$ cat config.mk
export PLATFORM = sky130hd
export DESIGN_NAME = slime_motion_ctrl
export DESIGN_NICKNAME = d
export VERILOG_FILES = /design/src/rtl/slime_pkg.sv /design/src/rtl/slime_x_mover.sv /design/src/rtl/slime_motion_ctrl.sv
export SDC_FILE = /design/constraint.sdc
export NUM_CORES = 1
export LEC_CHECK = 0
export CAP_MARGIN = 20
export CORE_MARGIN = 2
export CORE_UTILIZATION = 30
export CTS_CLUSTER_DIAMETER = 120
export DETAILED_ROUTE_END_ITERATION = 8
export DONT_BUFFER_PORTS = 1
export SKIP_LAST_GASP = 1
export SYNTH_ARGS = -nofsm -noshare
export SYNTH_HDL_FRONTEND = slang
export SYNTH_SLANG_ARGS = --single-unit
$ cat constraint.sdc
create_clock -name frame_clk -period 6.6 [get_ports frame_clk]
set_input_delay 1.32 -clock frame_clk [delete_from_list [all_inputs] [get_ports frame_clk]]
set_output_delay 1.32 -clock frame_clk [all_outputs]
set_load 0.01 [all_outputs]
$ cat src/rtl/slime_pkg.sv
// rtl/slime_pkg.sv - shared state/select types and screen constants for the slime motion controller
package slime_pkg;

    typedef enum logic [1:0] {
        IDLE,
        RISE,
        FALL,
        LAND
    } slime_state_t;

    typedef enum logic [1:0] {
        JUMP_NONE,
        JUMP_LO,
        JUMP_MED,
        JUMP_HI
    } jump_sel_t;

    localparam int X_MIN    = 0;
    localparam int X_MAX    = 639;
    localparam int Y_GROUND = 479;

    // Fixed priority: the strongest requested jump wins.
    function automatic jump_sel_t jump_select(input logic hi, input logic med, input logic lo);
        if (hi)       return JUMP_HI;
        else if (med) return JUMP_MED;
        else if (lo)  return JUMP_LO;
        else          return JUMP_NONE;
    endfunction

endpackage

$ cat src/rtl/slime_x_mover.sv
// rtl/slime_x_mover.sv - registered horizontal position with per-frame step and wall clamp
module slime_x_mover
    import slime_pkg::*;
#(
    parameter int X_CENTER = 400,
    parameter int X_STEP   = 5,
    parameter int SIZE     = 50
) (
    input  logic       frame_clk,
    input  logic       Reset,
    input  logic       key_left,
    input  logic       key_right,
    output logic [9:0] SlimeX
);

    localparam logic signed [10:0] C_X_LO = 11'(X_MIN + SIZE);
    localparam logic signed [10:0] C_X_HI = 11'(X_MAX - SIZE);
    localparam logic signed [10:0] C_STEP = 11'(X_STEP);

    logic        [9:0]  r_x;
    logic signed [10:0] w_x_sum;
    logic        [9:0]  w_x_nxt;

    always_comb begin
        w_x_sum = $signed({1'b0, r_x});
        if (key_left ^ key_right) begin
            w_x_sum = key_right ? w_x_sum + C_STEP : w_x_sum - C_STEP;
        end
        // Clamp in signed 11-bit so a step past either wall can never wrap.
        if (w_x_sum < C_X_LO)      w_x_nxt = C_X_LO[9:0];
        else if (w_x_sum > C_X_HI) w_x_nxt = C_X_HI[9:0];
        else                       w_x_nxt = w_x_sum[9:0];
    end

    always_ff @(posedge frame_clk) begin
        if (Reset) r_x <= 10'(X_CENTER);
        else       r_x <= w_x_nxt;
    end

    assign SlimeX = r_x;

endmodule

$ cat src/rtl/slime_motion_ctrl.sv
// rtl/slime_motion_ctrl.sv - per-frame slime jump FSM, gravity and floor/ceiling clamp
module slime_motion_ctrl
    import slime_pkg::*;
#(
    parameter int X_CENTER    = 400,
    parameter int SIZE        = 50,
    parameter int X_STEP      = 5,
    parameter int GRAVITY     = 1,
    parameter int V_HIGH      = 15,
    parameter int V_MED       = 12,
    parameter int V_LOW       = 10,
    parameter int V_TERM      = 8,
    parameter int LAND_FRAMES = 4
) (
    input  logic       frame_clk,
    input  logic       Reset,
    input  logic       key_hi,
    input  logic       key_med,
    input  logic       key_lo,
    input  logic       key_left,
    input  logic       key_right,
    output logic [9:0] SlimeX,
    output logic [9:0] SlimeY,
    output logic [9:0] SlimeS,
    output logic       airborne,
    output logic       jump_ack
);

    localparam logic signed [10:0] C_GROUND = 11'(Y_GROUND);
    localparam logic signed [10:0] C_CEIL   = 11'(SIZE);
    localparam logic signed [10:0] C_GRAV   = 11'(GRAVITY);
    localparam logic signed [10:0] C_VTERM  = 11'(V_TERM);
    localparam logic [7:0] LAND_INIT = (LAND_FRAMES == 0) ? 8'd0 : 8'(LAND_FRAMES - 1);

    slime_state_t       r_state, w_state_nxt;
    logic        [9:0]  r_y, w_y_nxt;
    logic signed [10:0] r_vy, w_vy_nxt;
    logic        [7:0]  r_land_cnt, w_land_cnt_nxt;
    logic               r_jump_ack, r_airborne;
    logic               w_accept;
    jump_sel_t          w_sel;
    logic signed [10:0] w_launch;
    logic signed [10:0] w_y_sum;
    logic signed [10:0] w_vy_inc;

    slime_x_mover #(
        .X_CENTER (X_CENTER),
        .X_STEP   (X_STEP),
        .SIZE     (SIZE)
    ) u_x_mover (
        .frame_clk (frame_clk),
        .Reset     (Reset),
        .key_left  (key_left),
        .key_right (key_right),
        .SlimeX    (SlimeX)
    );

    assign w_y_sum  = $signed({1'b0, r_y}) + r_vy;
    assign w_vy_inc = r_vy + C_GRAV;

    always_comb begin
        w_sel = jump_select(key_hi, key_med, key_lo);
        case (w_sel)
            JUMP_HI:  w_launch = 11'(V_HIGH);
            JUMP_MED: w_launch = 11'(V_MED);
            JUMP_LO:  w_launch = 11'(V_LOW);
            default:  w_launch = '0;
        endcase
    end

    always_comb begin
        w_state_nxt    = r_state;
        w_y_nxt        = r_y;
        w_vy_nxt       = r_vy;
        w_land_cnt_nxt = r_land_cnt;
        w_accept       = 1'b0;
        case (r_state)
            IDLE: begin
                if (w_sel != JUMP_NONE) begin
                    w_accept    = 1'b1;
                    w_vy_nxt    = -w_launch;
                    w_state_nxt = RISE;
                end
            end
            RISE: begin
                // Ceiling hit wins over the normal apex transition.
                if (w_y_sum < C_CEIL) begin
                    w_y_nxt     = C_CEIL[9:0];
                    w_vy_nxt    = '0;
                    w_state_nxt = FALL;
                end else begin
                    w_y_nxt  = w_y_sum[9:0];
                    w_vy_nxt = w_vy_inc;
                    if (w_vy_inc >= 0) w_state_nxt = FALL;
                end
            end
            FALL: begin
                if (w_y_sum >= C_GROUND) begin
                    w_y_nxt        = C_GROUND[9:0];
                    w_vy_nxt       = '0;
                    w_land_cnt_nxt = LAND_INIT;
                    w_state_nxt    = LAND;
                end else begin
                    w_y_nxt  = w_y_sum[9:0];
                    w_vy_nxt = (w_vy_inc > C_VTERM) ? C_VTERM : w_vy_inc;
                end
            end
            LAND: begin
                if (r_land_cnt == 8'd0) w_state_nxt = IDLE;
                else                    w_land_cnt_nxt = r_land_cnt - 8'd1;
            end
            default: w_state_nxt = IDLE;
        endcase
    end

    always_ff @(posedge frame_clk) begin
        if (Reset) begin
            r_state    <= IDLE;
            r_y        <= 10'(Y_GROUND);
            r_vy       <= '0;
            r_land_cnt <= '0;
            r_jump_ack <= 1'b0;
            r_airborne <= 1'b0;
        end else begin
            r_state    <= w_state_nxt;
            r_y        <= w_y_nxt;
            r_vy       <= w_vy_nxt;
            r_land_cnt <= w_land_cnt_nxt;
            r_jump_ack <= w_accept;
            r_airborne <= (w_state_nxt == RISE) || (w_state_nxt == FALL);
        end
    end

    assign SlimeY   = r_y;
    assign SlimeS   = 10'(SIZE);
    assign airborne = r_airborne;
    assign jump_ack = r_jump_ack;

endmodule

**After elaboration in Yosys (flattened, before gate mapping)**

Index checks and enable logic that the tools add are counted.

- Bits in writable memories: 0
- Bits in registers: 43
- Memories: 0
- Output and inout port bits: 32
- Bits in read-only memories: 0
- Logic and storage cells: 70
- Latch bits: 0
- Bits of input ports: 7

- Add/sub/neg operators: 6
- Div/mod/pow operators: 0
- Mux-type cells: 26
- Reduce and logical (&&, ||, !) cells: 11
- Equal/unequal tests: 11
- $mul: 0
- Bitwise operators: 2
- $lt $le $gt $ge: 6
- Shift operators: 0

Operators with widths:

| kind | number |
|---|---|
| two-way mux 11 bit | 6 |
| one-hot mux 11 bit (3 select lines) | 1 |
| two-way mux 10 bit | 3 |
| less-than comparator 11 x 7 -> 1 bit, second input constant | 2 |
| one-hot mux 10 bit (2 select lines) | 1 |
| two-way mux 8 bit | 2 |
| one-hot mux 8 bit (2 select lines) | 1 |
| two-way mux 2 bit | 7 |
| one-hot mux 4 bit (3 select lines) | 1 |
| adder 10 x 3 -> 11 bit, second input constant | 1 |
| adder 11 bit | 1 |
| adder 11 x 2 -> 11 bit, second input constant | 1 |
| >= comparator 11 x 1 -> 1 bit, second input constant | 1 |
| >= comparator 11 x 10 -> 1 bit, second input constant | 1 |
| greater-than comparator 11 bit, second input constant | 1 |
| greater-than comparator 11 x 5 -> 1 bit, second input constant | 1 |
| negation 11 bit | 1 |
| subtractor 10 x 3 -> 11 bit, second input constant | 1 |
| equality test 2 bit, second input constant | 5 |
| two-way mux 9 bit | 1 |
| logical NOT 8 bit | 1 |
| one-hot mux 2 bit (4 select lines) | 1 |
| subtractor 8 x 1 -> 8 bit, second input constant | 1 |
| equality test 2 x 1 -> 1 bit, second input constant | 3 |
| other kinds (11) | 17 |

**Longest topological paths before layout**

Gate-level depths: netlist (run 1).

- Word-level depth: 8
- Gate-level depth with buffers: 11
- Gate-level depth less buffers: 10

**By module**

A second synthesis (run 1) with hierarchy kept.

- Cells, all modules: 457
- Area total of the unflattened synthesis: 3697.3 µm²

Modules (own cells, without submodules):

| module | instances | cells each | sequential area each (µm²) | area an instance (µm²) |
|---|---|---|---|---|
| slime_motion_ctrl | 1 | 326 | 660.6 | 2602.5 |
| slime_x_mover | 1 | 131 | 200.2 | 1094.8 |

**Worst setup path before layout (run 1)**

OpenSTA, ideal clock, no wires.

- Path type: in2reg
- From: in key_right
- To: reg u_x_mover.r_x[0], in the netlist u_x_mover.SlimeX[0]
- Buffers on the path: 0
- Setup time: 139 ps
- Required time: 6461 ps
- Cell stages on the path: 10
- Setup slack: 2875 ps
- Arrival: 3586 ps
- Path through: inv_1 > fa_1 > a211oi_1 > o21ai_0 > a21o_1 > a211oi_1 > nand2_1 > o41ai_1 > nand2b_1 > a21oi_1

- Word-level cells in the longest chain between the ends: 4
- Elaborated cells on any way between the ends: 7
- Those cells by class: order compare (2); mux (3); bitwise (1); reduce/logical (1)

RTL lines:

| what | RTL line | RTL |
|---|---|---|
| from (decl) | slime_motion_ctrl.sv:21 | `input logic key_right,` |
| two-way mux 11 bit or bitwise XOR 1 bit (tied branches) | slime_x_mover.sv:27, slime_x_mover.sv:26 |  |
| two-way mux 11 bit (*) | slime_x_mover.sv:26 | `if (key_left ^ key_right) begin` |
| greater-than comparator 11 bit or less-than comparator 11 x 7 -> 1 bit (tied branches) | slime_x_mover.sv:31, slime_x_mover.sv:30 |  |
| two-way mux 10 bit or OR reduction 2 bit (tied branches) | n/a |  |
| to (signal assigned) | slime_x_mover.sv:36 | `if (Reset) r_x <= 10'(X_CENTER);` |
| to (signal assigned) | slime_x_mover.sv:37 | `else r_x <= w_x_nxt;` |
| to (decl) | slime_x_mover.sv:20 | `logic [9:0] r_x;` |

Every way passes the cells marked *; elsewhere a longest branch is shown, timed or not.
A chain may end at the register's enable or synchronous reset.

**Final worst setup path (run 1)**

Same ends and word-level chain as after synthesis.

==> results.ini, run 1 <==
[outcome]
status=finished, final reports clean

[final_layout]
fill_cells=1267
finalNonFillerCells=595
final-seq-area_um2=861
multiInputGateArea_um2=2570
diodes=0
drive_above_1_share_pct=6.47
syn_to_final_growth_pct=6.31
fin_nets=485
fin_util_pct=32.4
stdcell_area_um2=3860

[die]
initial_utilization_pct=30.5
rows=40
core_um2=11900
die_y_um=114
dieArea_um2=13000
ioPinCount=39
die_w_um=114

[global_routing]
grt_pass1_wl_um=15600
grt_max_degree=27
grt_antenna_before_repair=0
grt_use_total_pct=14.7
overflow=0
grt_pass1_vias=3203

[placed_design]
place.gp.congestion=0.873
hpwl_um=7000
dp.cells=586
dp_slack_ns=2.52
dpl_cell_area_um2=3700
portBuffers=0

[hold_path]
worstHoldPathType=reg2reg
hold_start=r_land_cnt[6]

[power_and_ir_drop]
power_mw=1.95
p_per_area_nw_per_um2=505
ir_drop_v=0.000180
leakage_nw=1.51

[critical_path]
crit_fanout=10
cp_cell_sequence=inv_1 > fa_1 > a211oi_1 > o21ai_0 > a21o_1 > a211oi_1 > nand2_1 > o41ai_1 > nand2b_1 > a21oi_1
reg2reg_from=SlimeY[0]
endpoint_kind=flop
critPathArrivalTime_ns=3.95
path_class=in2reg
crit_path_start=key_right
cpMostUsedCell=a211oi_1
cp_slowest_cell=fa_1
cp.required_ns=6.75
critPathLaunchType=input port
critPathMaxStageDelay_ns=0.52

[timing]
fin_worst_skew_ns=0.00413
tightestPinTransition_ns=0.988
setup_ws_ns=2.80
finalHoldViolCount=0
finalSetupTns_ns=0
min_period_over_period_pct=57.6
rsz0062_at_grt=false
hold-worst-slack_ns=0.481
relSlewSlack_pct=33.9
period_minus_slack_ns=3.80
slew_viol_final=0
setup_violations=0
fmax_mhz=263

[drt]
wirelength_um=9500
vias=3435
ant_nets=0
wire_per_inst_um=16.0
first_pass_iters=5
drc=0
viasPerCell=5.77
drt_iter0_markers=293

[cts]
cts_setup_buffers=0
cts_hold_buf=0
cts.sinks=43
post_cts_resized=0
insertion_delay_ns=0.29
clk_pin_slew_ns=0.06
htreeDepth=2
tritoncts=done
cts_made_buffers=5
cts_root_buf=clkbuf_16
clockBufferDepth=2

[logic_synthesis]
synth_edf_count=0
ys_seq_elements=43
netlist_area_um2=3630
synthCells=458
seq_area_frac_synth_pct=23.7
synth_cell_types=77
ys.flop_type=dfxtp_1
async_flop_share_pct=0
avgSynthCellArea_um2=7.93
yosysWarnings=0

[run]
drv_cap=0

==> Yosys cell counts (all sizes together) (4+ instances only) <==
library cell | count | area, um2
nand2 | 30 | 113
nor3 | 9 | 56.3
and2 | 5 | 33.8
a41oi | 4 | 42.6
o31ai | 4 | 30.0
a211oi | 17 | 133
a31oi | 8 | 65.1
nand2b | 4 | 25.0
o211ai | 8 | 60.1
a21oi | 43 | 215
nor2 | 39 | 149
inv | 22 | 82.6
nand3 | 11 | 55.1
xor2 | 6 | 52.6
or3 | 11 | 68.8
a21o | 8 | 60.1
buf | 13 | 91.3
nor3b | 6 | 45.0
xnor2 | 8 | 77.6
o21ai | 42 | 225
nand3b | 6 | 45.0
dfxtp | 43 | 861
nand4 | 4 | 31.3
clkbuf | 15 | 57.6
ha | 29 | 363
==> final timing paths <==
kind	to	slack, ns	cells past startpoint
hold reg to reg	r_land_cnt[6]	0.48	2
setup / recovery	u_x_mover.SlimeX[0]	2.80	10
hold / removal	r_land_cnt[6]	0.48	2
setup reg to reg	r_vy[10]	3.26	10
==> logic make-up after synthesis <==
logic type	share of synthesized area [%]
AOI/OAI and AO/OA	33.4
xor gates and xnor gates	3.59
adders and majority gates	11.1
buffers and inverters	6.38
DFF	23.7
muxes	1.55
other	0.207
and+or+nand+nor	20.1
==> layout make-up <==
type	count	share of cell area [%]
multi-input combinational	373	66.5
clock buffer	5	3.24
timing repair buffer	2	0.389
inverter	22	2.14
tap	147	4.77
sequential	43	22.3
clock inverter	3	0.616
==> registers in the layout, summed over array words and instances (netlist names) <==
name	cells
SlimeY	10
r_vy	11
airborne	1
jump_ack	1
r_land_cnt	8
u_x_mover.SlimeX	10
r_state	2
==> layout by cell type, fill, tap and decap left out, types with 4 or more instances in the layout <==
master,instances
nand2_1,30
nor2_1,38
nor3_1,8
nand3_1,11
a31oi_1,7
o31ai_1,4
a21o_1,8
nand3b_1,6
or3_1,11
ha_1,29
dfxtp_1,43
o211ai_1,8
a21oi_1,43
a211oi_1,16
nand2b_1,4
nor3b_1,6
conb_1,10
o21ai_0,38
inv_1,22
xnor2_1,7
xor2_1,6
clkbuf_16,5
==> where the power goes <==
part	leakage, nW	total (mW)	internal, mW	switching, mW
clock	0.0664	0.252	0.142	0.111
combinational	1.09	1.22	0.480	0.743
sequential	0.355	0.474	0.343	0.131
total	1.51	1.95	0.964	0.985
==> critical path, delay by kind of cell <==
family	cells	cell delay [ns]
AOI/OAI and AO/OA	6	1.54
buffers and inverters	1	0.15
and+or+nand+nor	2	0.41
adders and majority gates	1	0.52
==> metal layers <==
layer,up-vias,track usage (%),wire [um]
li1,1683,-,-
met1,1640,19.8,4520
met2,96,23.5,4200
met3,16,2.92,592
met4,0,5.12,187
met5,-,0,0
Power figures use the tool's default switching activity.
==> inputs of run 2 (changes only) <==
==> constraint.sdc (replaced) <==
create_clock -name frame_clk -period 3.3 [get_ports frame_clk]
set_input_delay 0.66 -clock frame_clk [delete_from_list [all_inputs] [get_ports frame_clk]]
set_output_delay 0.66 -clock frame_clk [all_outputs]
set_load 0.01 [all_outputs]
==> results.ini, run 2 (synthesized netlist as in run 1, its figures left out) <==
[outcome]
status=finished, final reports clean

[final_layout]
syn_to_final_growth_pct=9.55
diodes=0  ; unchanged
fin_nets=495  ; +2.1%
largest_register_ffs=11  ; unchanged
drive_above_1_share_pct=8.95  ; +2.5 points
top_register=r_vy
finalNonFillerCells=605  ; +1.7%
final_cell_mix=43 x dfxtp_1, 43 x a21oi_1, 38 x nor2_1, 38 x o21ai_0, 30 x nand2_1

[drt]
ant_nets=0  ; unchanged
drc=0  ; unchanged
viasPerCell=5.72  ; -0.99%
vias=3458  ; +0.67%
wirelength_um=9690  ; +2.0%
first_pass_iters=5  ; unchanged
wire_per_inst_um=16.0  ; +0.28%
drt_iter0_markers=300  ; +2.4%

[power_and_ir_drop]
leakage_nw=1.59  ; +4.8%
p_per_area_nw_per_um2=1020  ; +100%
ir_drop_v=0.000344  ; +91%

[critical_path]
critPathMaxStageDelay_ns=0.42  ; -0.10 ns
crit_cells=10  ; unchanged
cp_cell_sequence=ha_1 > fa_1 > a211oi_2 > o21ai_0 > xor2_1 > o21bai_1 > o41a_4 > and2_4 > o21ai_4 > a221oi_1
reg2reg_slack_ns=0.17  ; -3.09 ns
cp.required_ns=3.42  ; -3.33 ns
path_delay_family=compound AO/OA/AOI/OAI gates
cp_slowest_cell=fa_1
rr_worst_depth=10  ; unchanged
critPathArrivalTime_ns=3.25  ; -0.70 ns
critPathLaunchType=flop
path_class=reg2reg
endpoint_kind=flop
reg2reg_from=r_vy[0]
crit_fanout=6  ; -4
r2r-end=r_vy[7]
path_buf_inv=0  ; -1

[timing]
tightestPinTransition_ns=0.868  ; -0.120 ns
min_period_over_period_pct=94.9
fmax_mhz=319
slew_viol_final=0  ; unchanged
setup_violations=0  ; unchanged
fin_worst_skew_ns=0.00588  ; +0.00175 ns
period_minus_slack_ns=3.13
finalSetupTns_ns=0  ; unchanged
rsz0062_at_grt=false
hold-worst-slack_ns=0.439  ; -0.0418 ns
finalHoldViolCount=0  ; unchanged
setup_ws_ns=0.169  ; -2.63 ns
relSlewSlack_pct=41.9  ; +8.0 points

[run]
drv_cap=0  ; unchanged

[die]
initial_utilization_pct=30.5  ; unchanged
rows=40  ; unchanged
die_w_um=114  ; unchanged
ioPinCount=39  ; unchanged
core_um2=11900  ; unchanged
die_y_um=114  ; unchanged
dieArea_um2=13000  ; unchanged

[placed_design]
dp_slack_ns=0.0716  ; -2.45 ns
hpwl_um=7260  ; +3.7%
place.gp.congestion=0.911  ; +4.4%
dp.cells=597  ; +1.9%
portBuffers=0  ; unchanged

[global_routing]
grt_pass1_wl_um=15900  ; +1.5%
grt_max_degree=27  ; unchanged
overflow=0  ; unchanged
grt_pass1_vias=3211  ; +0.25%
grt_use_total_pct=14.9  ; +0.17 points
grt_antenna_before_repair=0  ; unchanged

[cts]
tritoncts=done
cts.sinks=43  ; unchanged
cts_setup_buffers=0  ; unchanged
clk_pin_slew_ns=0.06  ; about the same
cts_root_buf=clkbuf_16
clockBufferDepth=2  ; unchanged
insertion_delay_ns=0.29  ; about the same
htreeDepth=2  ; unchanged
post_cts_resized=0  ; unchanged
cts_hold_buf=0  ; unchanged
cts_made_buffers=5  ; unchanged

[hold_path]
hold_start=Reset
min_to=r_land_cnt[0]
hold_depth=1  ; -1
worstHoldPathType=in2reg

-- run 2: worst max path at each step --
stage | start | endpoint | slack, ns
after floorplan | key_right | u_x_mover.SlimeX[0] | 0.24
after global placement | key_right | u_x_mover.SlimeX[0] | 0.16
after detailed placement | key_right | u_x_mover.SlimeX[2] | 0.07
after CTS | r_vy[0] | r_vy[7] | 0.11
after global routing | key_right | u_x_mover.SlimeX[5] | 0.03
final | r_vy[0] | r_vy[7] | 0.17
-- run 2: final cells by class --
class / instances / area (um2)
fillers: 1238 / 7940
multi-input cells: 373 / 2580
flip-flops and latches: 43 / 861
well taps: 147 / 184
clock buffers: 6 / 139
repair buffers: 12 / 90.1
inverters: 22 / 82.6
clock inverters: 2 / 35.0
-- run 2: worst register-to-register path, delay by kind of cell, from the launching register on --
family / cells / cell delay [ns]
adders and majority gates: 2 / 0.66
AOI/OAI and AO/OA: 6 / 1.49
DFF: 1 / 0.36
and+or+nand+nor: 1 / 0.21
xor gates and xnor gates: 1 / 0.24
-- run 2: per-layer routing --
metal / global-route usage [%] / share of wire [%] / up-vias
li1: - / - / 1703
met2: 25.0 / 48 / 104
met1: 18.9 / 45 / 1639
met4: 5.04 / 1.6 / 0
met3: 3.08 / 5.5 / 12
met5: 0 / 0 / -
-- run 2: through the flow --
| stage | power [mW] | util (%) | cell area, um2 |
|---|---|---|---|
| after floorplan | 2.84 | - | 3660 |
| after global placement | 3.34 | 31.8 | 3780 |
| after detailed placement | 3.38 | 31.8 | 3780 |
| after CTS | 3.99 | 33.2 | 3960 |
| after global routing | 4.36 | 33.4 | 3980 |
| final | 4.04 | 33.4 | 3980 |
-- run 2: power by group --
| part | total, mW | internal [mW] | switching [mW] |
|---|---|---|---|
| Combinational | 2.52 | 1.00 | 1.51 |
| Sequential | 0.943 | 0.685 | 0.258 |
| Clock | 0.583 | 0.376 | 0.207 |
